<file path="src/rtl/fill_expander_pkg.sv">
// Shared types for the fill token decoder: fill classes, sequencer states
// and the token record as it appears on the upstream interface.
package fill_expander_pkg;

    localparam int TOK_LW = 4;
    localparam int TOK_CW = 4;

    typedef enum logic [1:0] {
        FILL_ZERO = 2'd0,
        FILL_ONES = 2'd1,
        FILL_ZEXT = 2'd2,
        FILL_SEXT = 2'd3
    } fill_kind_e;

    typedef enum logic {
        ST_IDLE = 1'b0,
        ST_EMIT = 1'b1
    } state_e;

    typedef struct packed {
        fill_kind_e          kind;
        logic [TOK_CW-1:0]   count;
        logic [TOK_LW-1:0]   data;
    } fill_token_t;

endpackage

</file>
<file path="src/rtl/fill_word_expand.sv">
// Combinational reconstruction of a full-width word from a fill class and
// literal payload; also used by the compressor's self-check path.
module fill_word_expand
    import fill_expander_pkg::*;
#(
    parameter int WIDTH = 8,
    parameter int LW    = 4
) (
    input  fill_kind_e        kind,
    input  logic [LW-1:0]     data,
    output logic [WIDTH-1:0]  word
);

    // Size casts do the extension, so WIDTH == LW needs no special case.
    always_comb begin
        word = '0;
        unique case (kind)
            FILL_ZERO: word = '0;
            FILL_ONES: word = '1;
            FILL_ZEXT: word = WIDTH'(data);
            FILL_SEXT: word = WIDTH'($signed(data));
            default:   word = '0;
        endcase
    end

endmodule

</file>
<file path="src/rtl/fill_expander.sv">
// Streaming decoder: each accepted fill token becomes count+1 identical
// output words, with back-to-back token acceptance on the final word.
module fill_expander
    import fill_expander_pkg::*;
#(
    parameter int WIDTH = 8,
    parameter int LW    = 4,
    parameter int CW    = 4
) (
    input  logic              clk,
    input  logic              rst_n,
    input  logic              in_valid,
    output logic              in_ready,
    input  logic [1:0]        in_kind,
    input  logic [CW-1:0]     in_count,
    input  logic [LW-1:0]     in_data,
    output logic              out_valid,
    input  logic              out_ready,
    output logic [WIDTH-1:0]  out_data,
    output logic              out_last
);

    // Handshakes: a transfer happens on a rising edge where valid && ready;
    // valid never waits on ready, and out_valid never depends on in_valid.

    state_e             state, state_next;
    logic [CW-1:0]      remaining, remaining_next;
    logic [WIDTH-1:0]   word, data_next;
    logic               last_next;
    logic               accept;

    fill_word_expand #(
        .WIDTH (WIDTH),
        .LW    (LW)
    ) u_expand (
        .kind (fill_kind_e'(in_kind)),
        .data (in_data),
        .word (word)
    );

    assign out_valid = (state == ST_EMIT);
    assign accept    = in_valid && in_ready;

    always_comb begin
        state_next     = state;
        remaining_next = remaining;
        data_next      = out_data;
        last_next      = out_last;
        in_ready       = 1'b0;
        unique case (state)
            ST_IDLE: in_ready = 1'b1;
            ST_EMIT: in_ready = out_ready && (remaining == '0);
            default: in_ready = 1'b0;
        endcase
        // A token load looks the same whether it comes from IDLE or the last beat.
        if (accept) begin
            data_next      = word;
            remaining_next = in_count;
            last_next      = (in_count == '0);
            state_next     = ST_EMIT;
        end else if (state == ST_EMIT && out_ready) begin
            if (remaining != '0) begin
                remaining_next = remaining - 1'b1;
                last_next      = (remaining == CW'(1));
            end else begin
                last_next  = 1'b0;
                state_next = ST_IDLE;
            end
        end
    end

    always_ff @(posedge clk or negedge rst_n) begin
        if (!rst_n) begin
            state     <= ST_IDLE;
            remaining <= '0;
            out_data  <= '0;
            out_last  <= 1'b0;
        end else begin
            state     <= state_next;
            remaining <= remaining_next;
            out_data  <= data_next;
            out_last  <= last_next;
        end
    end

endmodule

</file>
<file path="config.mk">
export PLATFORM = sky130hd
export DESIGN_NAME = fill_expander
export DESIGN_NICKNAME = d
export VERILOG_FILES = /design/src/rtl/fill_expander_pkg.sv /design/src/rtl/fill_word_expand.sv /design/src/rtl/fill_expander.sv
export SDC_FILE = /design/constraint.sdc
export NUM_CORES = 1
export LEC_CHECK = 0
export ABC_AREA = 1
export CORE_MARGIN = 4
export CORE_UTILIZATION = 40
export CTS_CLUSTER_SIZE = 8
export DETAILED_ROUTE_END_ITERATION = 16
export MAX_ROUTING_LAYER = met4
export PLACE_DENSITY = 0.73
export SYNTH_ARGS = -nofsm -noshare
export SYNTH_HDL_FRONTEND = slang
export SYNTH_SLANG_ARGS = --single-unit
</file>
<file path="constraint.sdc">
create_clock -name clk -period 1.7 [get_ports clk]
set_clock_uncertainty 0.15 [all_clocks]
set_input_delay 0.425 -clock clk [delete_from_list [all_inputs] [get_ports clk]]
set_output_delay 0.425 -clock clk [all_outputs]
set_load 0.01 [all_outputs]
</file>
# --- Word-level counts from Yosys, hierarchy flattened ---
# Cells that the tools add are included.
word_totals:
  in_bits: 14
  out_inout_bits: 11
  n_memories: 0
  latchBits: 0
  ramBits: 0
  regBits: 14
  romBits: 0
  elab_cells: 33
classes:
  n_addsub: 1
  div: 0
  shift: 0
  n_mul: 0
  magnitude_cmp: 0
  n_eq_ne: 5
  n_mux: 11
  bitwise: 1
  reduce_logical: 11
ops:
  columns: ["cell", "n"]
  rows:
  - ["$pmux 8 s4", 1]
  - ["$mux 4", 3]
  - ["$logic_not 4->1", 2]
  - ["$mux 1", 6]
  - ["$eq 2x2->1 const B", 2]
  - ["$eq 4x1->1 const B", 1]
  - ["$reduce_and 2->1", 2]
  - ["$reduce_bool 2->1", 2]
  - ["$reduce_bool 4->1", 1]
  - ["$sub 4x1->4 const B", 1]
  - ["$logic_and 1x1->1", 3]
  - ["$eq 2x1->1 const B", 1]
  - ["$logic_not 2->1", 1]
  - ["$ne 2x2->1 const B", 1]
  - ["$pmux 1 s2", 1]
  - ["$not 1->1", 1]

# --- Depth between registers and ports, before layout ---
# Gate-level depths: netlist (run 1).
logic_depth:
  ltp_word: 6
  mapped_depth: 8
  mapped_depth_nobuf: 8

# --- Modules after synthesis ---
# A second synthesis (run 1) with hierarchy kept.
unflattened:
  hier_cells: 111
  hier_area_um2: 820.8
modules_own_cells:
  columns: ["module", "cells_each", "instances", "area_per_inst_um2", "seq_area_each_um2"]
  rows:
  - ["fill_expander", 96, 1, 749.5, 350.3]
  - ["fill_word_expand", 15, 1, 71.3, 0.0]

# --- Worst setup path after synthesis (run 1) ---
# No wires, ideal clock.
synth_timing:
  path_kind: "register to register"
  start: "register remaining[0]"
  end: "register out_data[6]"
  arrival_ps: 1273
  stages_incl_launch_ff: 9
  slack_ps: 156
  t_required_ps: 1429
  period_less_slack_ps: 1544
  n_path_buf: 1
  setup_time_ps: 121
  path_cell_list: "dfrtp_1 -> inv_1 -> ha_1 -> nand3_1 -> nand2_2 -> nand2_4 -> buf_6 -> nand2_1 -> o21ai_2"
synth_between:
  elab_chain_len: 4
synth_rtl:
  columns: ["item", "line_no", "text"]
  rows:
  - ["start, declared", "fill_expander.sv:27", "logic [CW-1:0] remaining, remaining_next;"]
  - ["start signal, assigned", "fill_expander.sv:80", "remaining <= remaining_next;"]
  - ["$logic_not 4->1", "fill_expander.sv:52", "ST_EMIT: in_ready = out_ready && (remaining == '0);"]
  - ["$logic_and 1x1->1", "fill_expander.sv:52", null]
  - ["$pmux 1 s2", "fill_expander.sv:50", "unique case (state)"]
  - ["net in_ready", "fill_expander.sv:13", "output logic in_ready,"]
  - ["$logic_and 1x1->1", "fill_expander.sv:42", "assign accept = in_valid && in_ready;"]
  - ["end signal, assigned", "fill_expander.sv:81", "out_data <= data_next;"]
  - ["end, declared", "fill_expander.sv:19", "output logic [WIDTH-1:0] out_data,"]
# The timed path passes the listed nets, and every way through them passes these cells.
# A chain may end at the register's enable or synchronous reset.

# --- Final worst setup path (run 1) ---
layout_timing:
  start: "register remaining[0]"
  end: "output in_ready"
layout_between:
  elab_chain_len: 3
layout_rtl:
  columns: ["item", "line_no"]
  rows:
  - ["$logic_not 4->1", "fill_expander.sv:52"]
  - ["$logic_and 1x1->1", "fill_expander.sv:52"]
  - ["$pmux 1 s2", "fill_expander.sv:50"]
  - ["end, declared", "fill_expander.sv:13"]
# No other way between the ends.

==> metrics.yaml, run 1 <==
status: "complete, but fails checks"
violations: "negative setup slack"
coreArea_um2: 1559
muxShareOfSynthArea_pct: 0
tns_ns: -0.03577
grt_first_pass_wirelength_um: 2539
leakage_nw: 0.5682
final-setup-viol-count: 1
clockBufferDepth: 2
final_layout_size_suffix_gt1_share_pct: 26.98
yosys.area_share.simple_pct: 30.88
num_vias: 662
seq_area_frac_synth_pct: 40.44
vias_per_cell: 4.662
placed_cells_incl_taps: 135
hold_viol: 0
ys_ff_latch: 11
max_freq_mhz: 576.1
cp.required_ns: 1.12
synth_area_um2: 680.7
synth_compound_area_share_pct: 11.40
yosys.cell_types.count: 19
h-tree-depth: 1
stdcell_count: 142
worstMarginPinSlew_ns: 0.4985
synth.avg_cell_area_um2: 7.735
yosysMostFrequentCell: "nand2_1"
wl_um: 1596
initial_core_util_pct: 43.66
dr.pass1.iters: 4
vdd_drop_max_mv: 0.7521
synth_top_family_by_area: "simple AND/OR/NAND/NOR gates"
syn_nets: 104
cap_violations: 0
critPathBufInv: 2
slew_headroom_pct: 66.66
synthArstFlopShare_pct: 100.0
holdCritPathClass: "in2async"
area_delta_synth_final_pct: 55.33
n_antenna_cell: 0
grt_max_degree: 16
reg2reg_setup_slack_ns: 0.13
ios: 25
p_comb_share_pct: 61.5
gp_congestion: 0.8355
power.share.clock_pct: 11.1
grt_setup_unrepaired: "yes"
seqPwrFrac_pct: 27.4
yosys.area.top_type: "dfrtp_1"
crit_arrival_ns: 1.16
fin_area_um2: 1057
cts_tree: "built"
drcViolationCount: 0
netSwitchingFraction_pct: 39.25
cts_sinks: 11
critical_path_class: "reg2out"
power.switching_mw: 0.6383
internal_power_mw: 0.9880
holdBufCountCts: 0
start_kind: "register"
drt_iter0_markers: 8
ys_top_cells_by_count: "nand2_1 (24), nand3_1 (13), dfrtp_1 (11), inv_1 (11)"
wl_per_cell_um: 11.24
cts_buffers: 3
slew_viol_final: 0
rows: 14
ys.flop_type: "dfrtp_1"
grt_pass1_vias: 591
die_h_um: 49.25
fin_crit_ns: 1.736
finalCritPeriodShare_pct: 102.1
postPlaceCellArea_um2: 989.7
grt.total_usage_pct: 14.15
syn_inst: 88
die_area_um2: 2426
synthAdderAreaFrac_pct: 3.676
path_max_fanout: 2
fin_nets: 143
synth_top_area_share_pct: 40.44
p_per_area_nw_per_um2: 1538
crit_slowest_cell: "dfrtp_1"
synth-edff-count: 0
max_stage_delay_ns: 0.39
die_w_um: 49.25
crit_chain: "inv_2 -> ha_4 -> nand3_2 -> nand2_2 -> buf_6"
setup_ws_ns: -0.03577
ys_warn_count: 0
grt_antenna_before_repair: 0
insertion_delay_ns: 0.27
io_buffers: 24
dp_hpwl_um: 1224
cts.clk_slew.worst_paths_ns: 0.07
final_util_pct: 67.82
grt_overflow: 0
crit_family: "flip-flops"
cts_root_buffer: "clkbuf_4"
synth_xor_area_share_pct: 1.287
ant_nets: 0
yosys-top-cells-area: "dfrtp_1 (40%), nand2_1 (13%), nand3_1 (9.6%)"
critPathCaptureType: "output port"
==> cells by family (layout without fill, tap and decap cells) <==
family,Yosys count,count (layout)
AO/OA/AOI/OAI,11,11
XOR/XNOR,1,1
adder cells (fa/ha/maj),2,2
buffers and inverters,17,55
flip-flops,11,11
AND/OR/NAND/NOR,46,46
==> final cells by class <==
class / count / area [µm²]
clock buffer: 4 / 26.28
sequential: 11 / 275.3
multi-input combinational: 60 / 347.8
fill: 135 / 501.7
inverter: 13 / 51.30
tap: 16 / 20.02
timing repair buffer: 38 / 336.6
==> stage by stage <==
stage               worst slack [ns]  power [mW]  hold WS, ns
finish                      -0.03577       1.626       0.3257
global route                 -0.1133       1.793       0.3584
CTS                         -0.07564       1.571       0.3301
detailed placement           -0.4698       1.420       0.3173
global placement             -0.4689       1.390       0.3139
floorplan                     0.1557      0.9836     -0.02059
==> state kept, by name, summed over array words and instances (netlist names) <==
| signal | cells |
|---|---|
| out_data | 5 |
| out_valid | 1 |
| remaining | 4 |
| out_last | 1 |
==> power by group through the flow <==
stage	clock network [mW]	registers [mW]	logic (mW)
CTS	0.194	0.448	0.929
global route	0.206	0.463	1.12
finish	0.181	0.445	1.00
global placement	0	0.448	0.942
floorplan	0	0.498	0.486
detailed placement	0	0.453	0.968
==> cell usage in the layout, fill, tap and decap left out, types with 2 or more instances in the layout <==
master	netlist	final
nand2_1	24	24
nand3_1	13	12
dlygate4sd2_1	0	10
buf_4	3	14
o21ai_2	5	5
nor2_1	3	3
clkdlybuf4s50_1	0	12
inv_2	1	3
clkbuf_4	0	3
dfrtp_1	11	11
nand2_2	2	2
a21oi_1	5	5
inv_1	11	9
==> layer usage <==
metal  up-vias  GRT usage (%)  share of wire [%]
li1        358              -                  -
met1       286          14.63                 43
met2        13          22.99                 50
met3         5          5.810                6.0
met4         0          7.109                1.4
met5         -              -                  0
==> worst reg2reg max path, cell delays in order, from the launching register on <==
cell and delay, ns:
dfrtp_1 0.36, inv_2 0.06, ha_4 0.16, nand3_2 0.07, nand2_2 0.07, buf_4 0.13, buf_4 0.16, nand2_8 0.12
nand2_1 0.07, nand3_1 0.06, nand2_1 0.04
==> path summary, 6_finish.rpt <==
kind,startpoint,endpoint,cells after the start
setup / recovery,remaining[0],in_ready,5
hold / removal,rst_n,out_data[3],1
setup reg to reg,remaining[0],remaining[3],10
hold reg to reg,out_data[0],out_data[0],2
max in group asynchronous,rst_n,out_data[1],1
min in group clk,out_data[0],out_data[0],2
==> repair_timing <==
| item | 4_1_cts | 5_1_grt |
|---|---|---|
| gates resized for setup | 18 | 5 |
| pin swaps | 1 | 3 |
| hold endpoints to repair | 0 | 0 |
| endpoints found under the setup margin | 11 | 1 |
| setup buffers | 1 | 2 |
Power figures use the tool's default switching activity.
==> inputs of run 2 (changes only) <==
--- a/config.mk
+++ b/config.mk
@@ -11,7 +11,8 @@
 export CTS_CLUSTER_SIZE = 8
 export DETAILED_ROUTE_END_ITERATION = 16
 export MAX_ROUTING_LAYER = met4
-export PLACE_DENSITY = 0.73
+export PLACE_DENSITY = 0.7
 export SYNTH_ARGS = -nofsm -noshare
 export SYNTH_HDL_FRONTEND = slang
+export SYNTH_HIERARCHICAL = 1
 export SYNTH_SLANG_ARGS = --single-unit
==> run 2 against run 1 <==
The flow still finishes with violations (negative setup slack). Final cell count is 27% higher. Global-route usage up 3.5 points. Count of clock-buffer cells in the layout shrank 1. Setup slack gained 0.0024 ns. Total power grew 11%. Critical path depth is the same. Final area increased by 18%. Sequential cell count grew 3. Register-to-register slack got worse by 0.04 ns. Combinational power is 7% higher. Fmax rose by 0.14%. Largest power group unchanged. Highest routed layer unchanged.
==> metrics.yaml, run 2 <==
wl_um: 1949
cp.required_ns: 1.12
cts_sinks: 14
cts_tree: "built"
synth_top_area_share_pct: 42.68
violations: "negative setup slack"
drcViolationCount: 0
grt_max_degree: 16
die_w_um: 53.30
grt_overflow: 0
synth_area_um2: 820.8
ys_ff_latch: 14
synthArstFlopShare_pct: 100.0
grt_pass1_vias: 830
yosys-top-cells-area: "dfrtp_1 (43%), nand2_1 (21%), nand3_1 (12%)"
cts_root_buffer: "clkbuf_4"
cap_violations: 0
ys.flop_type: "dfrtp_1"
total_power_mw: 1.803
rows: 16
yosys.area.top_type: "dfrtp_1"
fin_nets: 171
ios: 25
worstMarginPinSlew_ns: 0.2620
grt_first_pass_wirelength_um: 3401
cts_buffers: 3
syn_inst: 111
insertion_delay_ns: 0.27
start_kind: "register"
ys_top_cells_by_count: "nand2_1 (46), nand3_1 (20), dfrtp_1 (14)"
grt_setup_unrepaired: "yes"
status: "complete, but fails checks"
setup_ws_ns: -0.03337
max_stage_delay_ns: 0.39
crit_slowest_cell: "dfrtp_1"
critical_path_class: "reg2out"
holdBufCountCts: 0
vdd_drop_max_mv: 0.8262
crit_arrival_ns: 1.16
synth-edff-count: 0
slew_headroom_pct: 82.53
h-tree-depth: 1
regMostFlops: "out_data"
fin_crit_ns: 1.733
drt_iter0_markers: 14
num_vias: 841
path_max_fanout: 2
critPathBufInv: 2
synth.avg_cell_area_um2: 7.394
die_h_um: 53.30
final_cell_mix: "nand2_1 (46), nand3_1 (20), buf_4 (20)"
dr.pass1.iters: 4
clockBufferDepth: 2
syn_nets: 127
final_common_cell: "nand2_1"
tns_ns: -0.03337
coreArea_um2: 1962
grt.total_usage_pct: 17.67
holdCritPathClass: "in2async"
final_layout_size_suffix_gt1_share_pct: 25.49
dp_hpwl_um: 1448
top_regs: "out_data: 8 flops, remaining: 4 flops"
p_per_area_nw_per_um2: 1451
wl_per_cell_um: 10.83
cts.clk_slew.worst_paths_ns: 0.07
vias_per_cell: 4.672
final-setup-viol-count: 1
n_antenna_cell: 0
crit_family: "flip-flops"
yosysMostFrequentCell: "nand2_1"
slew_viol_final: 0
ant_nets: 0
gp_congestion: 0.8868
die_area_um2: 2841
critPathCaptureType: "output port"
io_buffers: 24
grt_antenna_before_repair: 0
ys_warn_count: 6
leakage_nw: 0.6857
initial_core_util_pct: 41.84
finalCritPeriodShare_pct: 102.0
yosys.cell_types.count: 18
max_freq_mhz: 576.9
final_util_pct: 63.33
seq_area_frac_synth_pct: 42.68
crit_chain: "inv_2 -> ha_4 -> nand3_4 -> nand2_4 -> buf_6"
hold_viol: 0
largest_reg_flops: 8
place_ws_ns: -0.5202
area_delta_synth_final_pct: 51.37
run 2: layer usage:
| metal | global-route usage, % | up-vias | wire, µm |
|---|---|---|---|
| met3 | 3.380 | 6 | 107 |
| met1 | 19.03 | 378 | 857 |
| met5 | - | - | 0 |
| li1 | - | 431 | - |
| met2 | 30.00 | 26 | 926 |
| met4 | 10.21 | 0 | 58 |
run 2: area by class of cell:
cell class / count / area, µm²
Multi-Input combinational cell: 81 / 409.1
Timing Repair Buffer: 45 / 389.1
Inverter: 10 / 37.54
Clock buffer: 3 / 22.52
Fill cell: 192 / 719.4
Tap cell: 27 / 33.78
Sequential cell: 14 / 350.3
run 2: timing repair:
action	4_1_cts	5_1_grt
cloned	0	0
setup endpoints to repair	13	13
buffers inserted	1	3
pin swaps	2	2
gates resized for setup	21	1
run 2: power breakdown:
group	leakage (nW)	total, mW	internal, mW	switching (mW)
Combinational	0.499	1.07	0.535	0.532
Sequential	0.173	0.557	0.479	0.0780
Clock	0.0138	0.179	0.0821	0.0967
Total	0.686	1.80	1.10	0.707
run 2: cell families after synthesis:
kind of cell	share of synthesized area [%]
AOI/OAI and AO/OA	2.135
xor gates and xnor gates	1.067
adders and majority gates	3.048
buffers and inverters	9.909
DFF	42.68
and+or+nand+nor	41.16
run 2: stage by stage:
step           cells  hold WS (ns)  area (µm²)
2_1_floorplan    111      -0.02059       820.8
3_3_place_gp     173        0.3063        1179
6_report         180        0.3001        1242
4_1_cts          177        0.2980        1216
5_1_grt          180        0.3131        1242
3_5_place_dp     173        0.3101        1179
run 2: worst paths after layout:
kind,endpoint,slack [ns],from,depth (start not counted)
hold / removal,remaining[2],0.30,rst_n,2
setup reg to reg,remaining[3],0.09,remaining[0],10
min in group clk,out_data[5],0.32,out_data[5],2
hold reg to reg,out_data[5],0.32,out_data[5],2
setup / recovery,in_ready,-0.03,remaining[0],5
max in group asynchronous,out_data[1],0.94,rst_n,2
